==> src/rtl/pipe_pkg.sv <==
`default_nettype none
// ---------------------------------------------------------------------------
// pipe_pkg : shared widths and encodings for the integer pipeline
// Revision : 1.0
// ---------------------------------------------------------------------------
package pipe_pkg;

  localparam int XLEN   = 32;
  localparam int REG_AW = 5;

  localparam logic [1:0] WB_SEL_ALU  = 2'b00;
  localparam logic [1:0] WB_SEL_LOAD = 2'b01;
  localparam logic [1:0] WB_SEL_LINK = 2'b10;

  localparam logic [1:0] MEM_SIZE_BYTE = 2'b00;
  localparam logic [1:0] MEM_SIZE_HALF = 2'b01;
  localparam logic [1:0] MEM_SIZE_WORD = 2'b10;

endpackage : pipe_pkg
`default_nettype wire

==> src/rtl/load_align.sv <==
`default_nettype none
// ---------------------------------------------------------------------------
// load_align : big-endian load lane select and zero/sign extension
// Revision   : 1.0
// ---------------------------------------------------------------------------
module load_align (
  input  logic [31:0] raw,
  input  logic [1:0]  size,
  input  logic        sign_ext,
  input  logic [1:0]  addr_lo,
  output logic [31:0] data
);
  import pipe_pkg::*;

  logic [7:0]  byte_lane;
  logic [15:0] half_lane;

  // Byte 0 of the big-endian word sits in the most significant byte;
  // addr_lo[1] is the architectural address bit 30.
  always_comb begin
    byte_lane = raw[31:24];
    case (addr_lo)
      2'd0:    byte_lane = raw[31:24];
      2'd1:    byte_lane = raw[23:16];
      2'd2:    byte_lane = raw[15:8];
      default: byte_lane = raw[7:0];
    endcase
    half_lane = addr_lo[1] ? raw[15:0] : raw[31:16];
  end

  always_comb begin
    data = raw;
    case (size)
      MEM_SIZE_BYTE: data = {{24{sign_ext & byte_lane[7]}}, byte_lane};
      MEM_SIZE_HALF: data = {{16{sign_ext & half_lane[15]}}, half_lane};
      default:       data = raw;
    endcase
  end

endmodule : load_align
`default_nettype wire

==> src/rtl/wb_stage.sv <==
`default_nettype none
// ---------------------------------------------------------------------------
// wb_stage : MEM/WB pipeline register and writeback select.
//            Optional retire counter enabled by WB_RETIRE_COUNT_EN.
// Revision : 1.0
// ---------------------------------------------------------------------------
module wb_stage #(
  parameter int XLEN   = 32,
  parameter int REG_AW = 5
) (
  input  logic              clk,
  input  logic              reset,
  input  logic              stall_wb,
  input  logic              flush_mem,
  input  logic              valid_mem,
  input  logic              regWrite_mem,
  input  logic [REG_AW-1:0] rd_mem,
  input  logic [1:0]        wb_sel_mem,
  input  logic [1:0]        mem_size_mem,
  input  logic              load_signed_mem,
  input  logic [1:0]        addr_lo_mem,
  input  logic [XLEN-1:0]   alu_result_mem,
  input  logic [XLEN-1:0]   load_data_mem,
  input  logic [XLEN-1:0]   pc_plus8_mem,
  output logic              valid_wb,
  output logic              regWrite_wb,
  output logic [REG_AW-1:0] rd_wb,
  output logic [XLEN-1:0]   wb_data
`ifdef WB_RETIRE_COUNT_EN
  ,
  output logic [31:0]       retire_count,
  output logic              retire_pulse
`endif
);
  import pipe_pkg::*;

  logic [XLEN-1:0] load_ext;
  logic [XLEN-1:0] wb_data_next;
  logic            capture;

  load_align u_load_align (
    .raw      (load_data_mem),
    .size     (mem_size_mem),
    .sign_ext (load_signed_mem),
    .addr_lo  (addr_lo_mem),
    .data     (load_ext)
  );

  always_comb begin
    wb_data_next = '0;
    case (wb_sel_mem)
      WB_SEL_ALU:  wb_data_next = alu_result_mem;
      WB_SEL_LOAD: wb_data_next = load_ext;
      WB_SEL_LINK: wb_data_next = pc_plus8_mem;
      default:     wb_data_next = '0;
    endcase
  end

  assign capture = !flush_mem && !stall_wb;

  // r0 writes are dropped here so the forwarding compare can never hit r0.
  always_ff @(posedge clk) begin
    if (reset || flush_mem) begin
      valid_wb    <= 1'b0;
      regWrite_wb <= 1'b0;
      rd_wb       <= '0;
      wb_data     <= '0;
    end else if (capture) begin
      valid_wb    <= valid_mem;
      regWrite_wb <= regWrite_mem && valid_mem && (rd_mem != '0);
      rd_wb       <= rd_mem;
      wb_data     <= wb_data_next;
    end
  end

`ifdef WB_RETIRE_COUNT_EN
  logic retire;

  assign retire = capture && valid_mem;

  always_ff @(posedge clk) begin
    if (reset) begin
      retire_count <= '0;
      retire_pulse <= 1'b0;
    end else begin
      retire_pulse <= retire;
      if (retire) begin
        retire_count <= retire_count + 32'd1;
      end
    end
  end
`endif

endmodule : wb_stage
`default_nettype wire

==> config.mk <==
export PLATFORM = sky130hd
export DESIGN_NAME = wb_stage
export DESIGN_NICKNAME = d
export VERILOG_FILES = /design/src/rtl/pipe_pkg.sv /design/src/rtl/load_align.sv /design/src/rtl/wb_stage.sv
export SDC_FILE = /design/constraint.sdc
export NUM_CORES = 1
export LEC_CHECK = 0
export CAP_MARGIN = 5
export CORE_MARGIN = 4
export CORE_UTILIZATION = 38
export DETAILED_ROUTE_END_ITERATION = 6
export GPL_TIMING_DRIVEN = 0
export PLACE_DENSITY = 0.81
export SYNTH_ARGS = -nofsm -noshare
export SYNTH_HDL_FRONTEND = slang
export SYNTH_SLANG_ARGS = --single-unit
==> constraint.sdc <==
create_clock -name clk -period 2.3 [get_ports clk]
set_input_delay 0.345 -clock clk [delete_from_list [all_inputs] [get_ports clk]]
set_output_delay 0.345 -clock clk [all_outputs]
set_load 0.01 [all_outputs]
* Word level (Yosys, flattened, before mapping)
Index checks and enable logic that the tools add are counted.
** Storage, ports and cells
- Register bits after elaboration :: 39
- Input port bits :: 114
- Output and inout port bits :: 39
- Word-level logic and storage cells :: 25
** Operators by class
- Eq/ne operators :: 5
- Multiplexer cells :: 4
- Bitwise operators :: 2
- Reductions and logical operators :: 10
** Operators by type and width (number)
- $pmux 32 s3 :: 1
- $pmux 32 s2 :: 1
- $pmux 8 s3 :: 1
- $mux 16 :: 1
- $eq 2x1->1 const B :: 3
- $logic_not 2->1 :: 3
- $reduce_bool 5->1 :: 1
- $eq 2x2->1 const B :: 2
- $logic_and 1x1->1 :: 3
- $and 1x1->1 :: 2
- $logic_not 1->1 :: 2
- $logic_or 1x1->1 :: 1

* Logic depth before layout (Yosys ltp)
Gate-level depths: netlist of run 1.
- Word-level depth :: 5
- Mapped depth :: 7
- Depth with buffers taken out :: 4

* Modules after synthesis
Synthesis of run 1 repeated with hierarchy kept, for this count alone.
** Second synthesis, totals
- Cells, all modules :: 387
- Area, all modules :: 3208.1 um^2
** By module, submodules not included
- wb_stage :: times used 1, cells each 280, area an instance 2378.5 um^2, seq. area each 780.7 um^2
- load_align :: times used 1, cells each 107, area an instance 829.5 um^2, seq. area each 0.0 um^2

* Worst setup path after synthesis of run 1
OpenSTA, ideal clock, no wires.
- Path kind :: input to register
- Start :: input port wb_sel_mem[1]
- End :: register wb_data[19]
- Library setup time :: 0.133 ns
- Data arrival time :: 1.564 ns
- Data required time :: 2.167 ns
- Slack :: 0.603 ns
- Stages :: 5
- Buffers on the path :: 2
- Cells stage by stage :: buf_2 -> clkbuf_1 -> mux2_2 -> a222oi_1 -> o21ai_0
** On the way
- Cells in the longest elaborated chain, start to end :: 2
- Elaborated cells between the ends (all ways) :: 4
- Those cells by class :: eq/ne (2); mux (1); reduce/logical (1)
** Ends and longest elaborated chain
- start: declaration :: RTL line wb_stage.sv:18 : input logic [1:0] wb_sel_mem,
- $eq 2x2->1, or another cell as far along :: RTL line wb_stage.sv:51 : case (wb_sel_mem)
- $pmux 32 s3 (*) :: RTL line wb_stage.sv:51
- end signal: assignment :: RTL line wb_stage.sv:72 : wb_data <= wb_data_next;
- end: declaration :: RTL line wb_stage.sv:28 : output logic [XLEN-1:0] wb_data
Mark *: on every way between the ends. The rest lies on a longest branch, timed or not.
A chain may end at the register's enable or synchronous reset.

* Worst setup path after layout of run 1
- Start :: input port flush_mem
- End :: register wb_data[19]
** On the way
- Cells in the longest elaborated chain, start to end :: 2
- Elaborated cells between the ends (all ways) :: 3
- Those cells by class :: reduce/logical (3)
** Ends and longest elaborated chain
- start: declaration :: RTL line wb_stage.sv:14 : input logic flush_mem,
- $logic_not 1->1 :: RTL line wb_stage.sv:59 : assign capture = !flush_mem && !stall_wb;
- $logic_and 1x1->1 :: RTL line wb_stage.sv:59
Several ways; a longest one is shown, not always the timed one.

==> flow_metrics.py, run 1 <==
metrics = {
    "floorplanning": {
        "placeableCoreArea_sq_um": 6460,
        "die_area_sq_um": 8140,
        "fp.dieH_um": 90.2,
        "fp.dieW_um": 90.2,
        "initial_core_util_pct": 39.8,
        "num_io_pins": 153,
        "fp-row-count": 29,
    },
    "timing": {
        "period_needed_ps": 2050,
        "hold_viol": 0,
        "final-max-slew-violation-count": 0,
        "holdWs_ps": 354,
        "relSlewSlack_pct": 58.4,
        "postLayoutSetupSlackWorst_ps": 246,
        "timing.setup.tns_ps": 0,
        "fmax_ghz": 0.487,
        "setup_viol": 0,
        "tightest_slew_ps": 624,
        "rsz0062_at_grt": "false",
        "period_share_pct": 89.3,
        "worst_clock_skew_ps": 0,
    },
    "global_route": {
        "grt_usage_pct": 22.7,
        "met1_usage_pct": 26.9,
        "grt_max_degree": 13,
        "use_met2_pct": 38.6,
        "first_global_vias": 3046,
        "antenna_found_initial": 0,
        "busiest_layer": "met2",
        "grt.overflow.total": 0,
        "grt_pass1_wl_um": 15100,
        "met3_usage_pct": 7.68,
    },
    "hold_path": {
        "hp-class": "input port to register",
    },
    "clock_tree": {
        "clk_latency_ps": 300,
        "cts_tree": "built",
        "htreeDepth": 2,
        "clk_pin_slew_ps": 80,
        "cts_setup_buffers": 0,
        "hold_buffers": 0,
        "cts_resized": 0,
        "clockBufferDepth": 2,
        "ctsRootBufferMaster": "clkbuf_8",
        "numCtsBuffers": 5,
        "clock-sinks": 39,
    },
    "layout": {
        "final_area_sq_um": 4210,
        "most-common-layout-cells": "clkdlybuf4s50_1 (146), dfxtp_1 (39), mux2_2 (30), nand2_1 (27)",
        "layout_commonest_cell": "clkdlybuf4s50_1",
        "final_layout_size_suffix_gt1_share_pct": 15.8,
        "final_nets": 555,
        "area_growth_syn_to_layout_pct": 63.9,
        "final_cells": 519,
        "diodes": 0,
    },
    "setup_path": {
        "crit_start": "flush_mem",
        "crit_end": "wb_data[19]$_SDFFE_PP0P_",
        "max_stage_delay_ps": 450,
        "crit_type": "input port to register",
        "crit-reg2reg-launch": "wb_data[15]$_SDFFE_PP0P_",
        "path_buf_inv": 3,
        "crit_slowest_cell": "clkdlybuf4s50_1",
        "ff2ff_path_depth": 3,
        "r2r-end": "wb_data[15]$_SDFFE_PP0P_",
        "crit_arrival_ps": 2270,
        "crit_path_end_kind": "register",
        "cp_top_family": "buffers and inverters",
        "reg2reg_slack_ps": 1370,
        "worstPathMaxFanout": 10,
        "crit_cells": 7,
        "critPathLaunchType": "input port",
        "cp.required_ps": 2520,
        "crit_chain": "clkdlybuf4s50_1, or2_2, clkbuf_2, nor2_1, buf_2, a222oi_1, o21ai_0",
    },
    "synthesis": {
        "synth_nets": 402,
        "synth_cell_types": 40,
        "synth-edff-count": 0,
        "yosysWarnings": 0,
        "synthArstFlopShare_pct": 0,
        "ys_ff_latch": 39,
        "yosys_most_used_dff": "dfxtp_1",
        "synth_seq_area_share_pct": 30.4,
        "synth.avg_cell_area_sq_um": 8.92,
        "syn-cell-area_sq_um": 2570,
        "synthCells": 288,
    },
    "power_and_ir_drop": {
        "leakagePower_uw": 0.00154,
        "p_per_area_nw_per_um2": 399,
        "peakVddDrop_uv": 247,
    },
    "run": {
        "max_cap_violations": 0,
    },
    "detailed_routing": {
        "drt_wl_total_um": 9610,
        "vias": 3051,
        "routedWlPerCell_um": 18.5,
        "drc": 0,
        "viasPerCell": 5.88,
        "ant_nets": 0,
        "drt_first_pass_iters": 5,
        "drt_iter0_drc": 213,
    },
    "placed_design": {
        "io_buffers": 146,
        "place_ws_ps": 5.30,
        "place_congestion": 0.888,
        "dp_cells": 511,
        "dp_hpwl_um": 7850,
        "place_area_sq_um": 4130,
    },
    "outcome": {
        "status": "complete, no violations",
    },
}
[worst min-delay path by stage]
stage                             startpoint                  endpoint  slack (ps)  cells after the start
finish                              stall_wb     rd_wb[4]$_SDFFE_PP0P_         350                      3
floorplan           regWrite_wb$_SDFFE_PP0P_  regWrite_wb$_SDFFE_PP0P_         480                      2
detailed placement     valid_wb$_SDFFE_PP0P_     valid_wb$_SDFFE_PP0P_         460                      2
global placement    regWrite_wb$_SDFFE_PP0P_  regWrite_wb$_SDFFE_PP0P_         440                      2
CTS                                 stall_wb     rd_wb[4]$_SDFFE_PP0P_         350                      3
global route                        stall_wb     rd_wb[0]$_SDFFE_PP0P_         360                      3
[report_power, final]
group	total [uW]	internal (uW)	switching [uW]	leakage, uW
logic	528	308	220	0.00117
registers	707	696	11.1	0.000317
clock network	446	207	238	0.0000477
total	1680	1210	469	0.00154
[kinds of logic after synthesis]
group,share of synthesized area (%)
flip-flops,30.4
AND/OR/NAND/NOR,12.9
buffers and inverters,6.82
AO/OA/AOI/OAI,30.5
multiplexers,19.4
[layout make-up]
| class | instances | area (sq um) |
|---|---|---|
| fillers | 564 | 2250 |
| multi-input cells | 216 | 1610 |
| repair buffers | 146 | 1460 |
| flip-flops and latches | 39 | 781 |
| plain buffers | 29 | 160 |
| well taps | 77 | 96.3 |
| clock buffers | 5 | 68.8 |
| clock inverters | 3 | 15.0 |
| inverters | 4 | 15.0 |
[worst min-delay path, stage by stage]
cell     delay, ps
buf_6          130
mux2i_1         80
nor2_1          70
[layer usage]
metal	wire length (um)	part of all wire, %
met5	0	0
met3	909	9.5
met2	4520	47
met1	4020	42
met4	166	1.7
[sequential cells by signal, indices dropped and copies added, names as in the netlist]
| register | count |
|---|---|
| regWrite_wb | 1 |
| wb_data | 32 |
| valid_wb | 1 |
| rd_wb | 5 |
[stage by stage]
step / util (%) / power [uW]
6_report: 65.2 / 1680
5_1_grt: 65.2 / 1750
4_1_cts: 65.2 / 1700
3_5_place_dp: 63.9 / 1250
3_3_place_gp: 63.9 / 1240
2_1_floorplan: - / 947
[synth_stat cells (all sizes together) (12+ instances only)]
library cell	count	share of area (%)
dfxtp	39	30
a222oi	15	5.8
a21oi	12	2.5
o21ai	27	5.4
mux2i	16	6.2
nor2	14	2.1
a22oi	15	4.4
mux2	30	13
buf	21	5.0
nand2	27	3.9
No activity file was read; power rests on OpenSTA's default activity.
==> inputs of run 2 (changes only) <==
CORE_UTILIZATION = 39   (was 38)
CTS_BUF_LIST = sky130_fd_sc_hd__clkbuf_4 sky130_fd_sc_hd__clkbuf_8   (was default)
PLACE_DENSITY = 0.83   (was 0.81)
SETUP_SLACK_MARGIN = 0.05   (was default)
==> run 2 against run 1 <==
Non-clock buffer count unchanged; global-route usage rose by 1.5 points; sequential power barely moved; count of clock-buffer cells in the layout is the same; worst setup slack improved by 100 ps; final area up 0.68%; via count increased by 0.88%; flip-flop and latch count stayed put; critical path depth fell by 1.
==> flow_metrics.py, run 2 (same netlist as run 1, synthesis figures left out) <==
metrics = {
    "outcome": {
        "status": "complete, no violations",
    },
    "global_route": {
        "grt_max_degree": 14,
        "grt_pass1_wl_um": 14900,
        "antenna_found_initial": 0,
        "grt.overflow.total": 0,
        "first_global_vias": 3041,
        "grt_usage_pct": 24.2,
    },
    "floorplanning": {
        "placeableCoreArea_sq_um": 6390,
        "initial_core_util_pct": 40.2,
        "die_area_sq_um": 7950,
        "num_io_pins": 153,
        "fp.dieH_um": 89.2,
        "fp.dieW_um": 89.2,
        "fp-row-count": 29,
    },
    "placed_design": {
        "dp_hpwl_um": 7970,
        "io_buffers": 146,
        "place_congestion": 0.904,
        "place_ws_ps": 44.4,
        "dp_cells": 511,
    },
    "setup_path": {
        "worstPathMaxFanout": 10,
        "critPathLaunchType": "input port",
        "cp.required_ps": 2480,
        "ff2ff_path_depth": 3,
        "r2r-end": "wb_data[15]$_SDFFE_PP0P_",
        "reg2reg_slack_ps": 1310,
        "crit_type": "input port to register",
        "crit-reg2reg-launch": "wb_data[15]$_SDFFE_PP0P_",
        "crit_path_end_kind": "register",
        "crit_arrival_ps": 2130,
    },
    "timing": {
        "rsz0062_at_grt": "false",
        "period_needed_ps": 1950,
        "timing.setup.tns_ps": 0,
        "final-max-slew-violation-count": 0,
        "hold_viol": 0,
        "relSlewSlack_pct": 54.5,
        "period_share_pct": 84.8,
        "setup_viol": 0,
        "holdWs_ps": 363,
        "worst_clock_skew_ps": 0,
        "fmax_ghz": 0.513,
        "postLayoutSetupSlackWorst_ps": 350,
        "tightest_slew_ps": 683,
    },
    "layout": {
        "layout_commonest_cell": "clkdlybuf4s50_1",
        "final_cells": 519,
        "nFillCells": 542,
        "largest_reg_flops": 32,
        "multi_input_area_sq_um": 1610,
        "final_nets": 555,
        "area_growth_syn_to_layout_pct": 65.0,
        "diodes": 0,
        "top_register": "wb_data",
        "most-common-layout-cells": "clkdlybuf4s50_1 (146), dfxtp_1 (39), mux2_2 (30), nand2_1 (27)",
        "final_layout_size_suffix_gt1_share_pct": 15.8,
        "seq_area_sq_um": 781,
        "reg_top3": "wb_data (32), rd_wb (5)",
    },
    "clock_tree": {
        "clock-sinks": 39,
        "hold_buffers": 0,
        "clockBufferDepth": 2,
        "ctsRootBufferMaster": "clkbuf_8",
        "htreeDepth": 2,
        "cts_setup_buffers": 0,
        "clk_pin_slew_ps": 90,
        "clk_latency_ps": 290,
        "cts_resized": 0,
        "cts_tree": "built",
        "numCtsBuffers": 5,
    },
    "detailed_routing": {
        "met3_length_um": 847,
        "drt_iter0_drc": 243,
        "viasPerCell": 5.93,
        "drt_first_pass_iters": 7,
        "vias": 3078,
        "wl_met2_um": 4920,
        "drc": 0,
        "ant_nets": 0,
        "top_layer_used": "met4",
        "wl_met1_um": 3810,
        "drt_wl_total_um": 9750,
        "routedWlPerCell_um": 18.8,
    },
    "power_and_ir_drop": {
        "p_per_area_nw_per_um2": 430,
        "leakagePower_uw": 0.00155,
        "peakVddDrop_uv": 266,
    },
    "hold_path": {
        "hold_start": "stall_wb",
        "worstHoldEndpoint": "rd_wb[4]$_SDFFE_PP0P_",
        "holdPathStages": 3,
        "hp-class": "input port to register",
    },
    "run": {
        "max_cap_violations": 0,
    },
}
-- run 2: cell types whose count changed in the layout (fill, tap and decap cells not counted), sizes merged --
cell    delta
bufinv     +1
clkinv     -1
-- run 2: per-stage QoR --
step                power, uW  utilization (%)  cell area [sq um]
floorplan                 947                -               2570
global placement         1240             64.6               4130
detailed placement       1250             64.6               4130
CTS                      1820             66.4               4240
global route             1890             66.4               4240
finish                   1820             66.4               4240
-- run 2: critical path: stages --
cell,delay (ps)
clkdlybuf4s50_1,610
mux2i_1,250
o21ai_2,170
a21oi_2,360
buf_2,290
o211ai_1,110
-- run 2: metal layers --
metal	GRT usage (%)	vias up
met5	0	-
met4	6.63	0
met3	6.36	19
met2	42.1	151
met1	29.5	1463
li1	-	1445
-- run 2: worst max-delay path by stage --
stage / from / end / slack (ps) / cells past startpoint
floorplan: wb_sel_mem[1] / wb_data[19]$_SDFFE_PP0P_ / 600 / 5
global route: addr_lo_mem[0] / wb_data[30]$_SDFFE_PP0P_ / 250 / 6
global placement: addr_lo_mem[0] / wb_data[30]$_SDFFE_PP0P_ / 70 / 6
CTS: addr_lo_mem[0] / wb_data[30]$_SDFFE_PP0P_ / 370 / 6
finish: addr_lo_mem[0] / wb_data[30]$_SDFFE_PP0P_ / 350 / 6
detailed placement: addr_lo_mem[0] / wb_data[30]$_SDFFE_PP0P_ / 40 / 6
-- run 2: report_power, final --
group | switching, uW | internal, uW | total [uW]
Clock | 261 | 323 | 585
Sequential | 11.2 | 696 | 707
Combinational | 222 | 309 | 531
Total | 495 | 1330 | 1820
-- run 2: cell type report --
| type | instances | share of cell area, % |
|---|---|---|
| Tap cell | 77 | 2.27 |
| Sequential cell | 39 | 18.4 |
| Timing Repair Buffer | 146 | 34.5 |
| Buffer | 29 | 3.78 |
| Inverter | 4 | 0.354 |
| Clock buffer | 5 | 1.62 |
| Multi-Input combinational cell | 216 | 38.1 |
| Clock inverter | 3 | 1.03 |
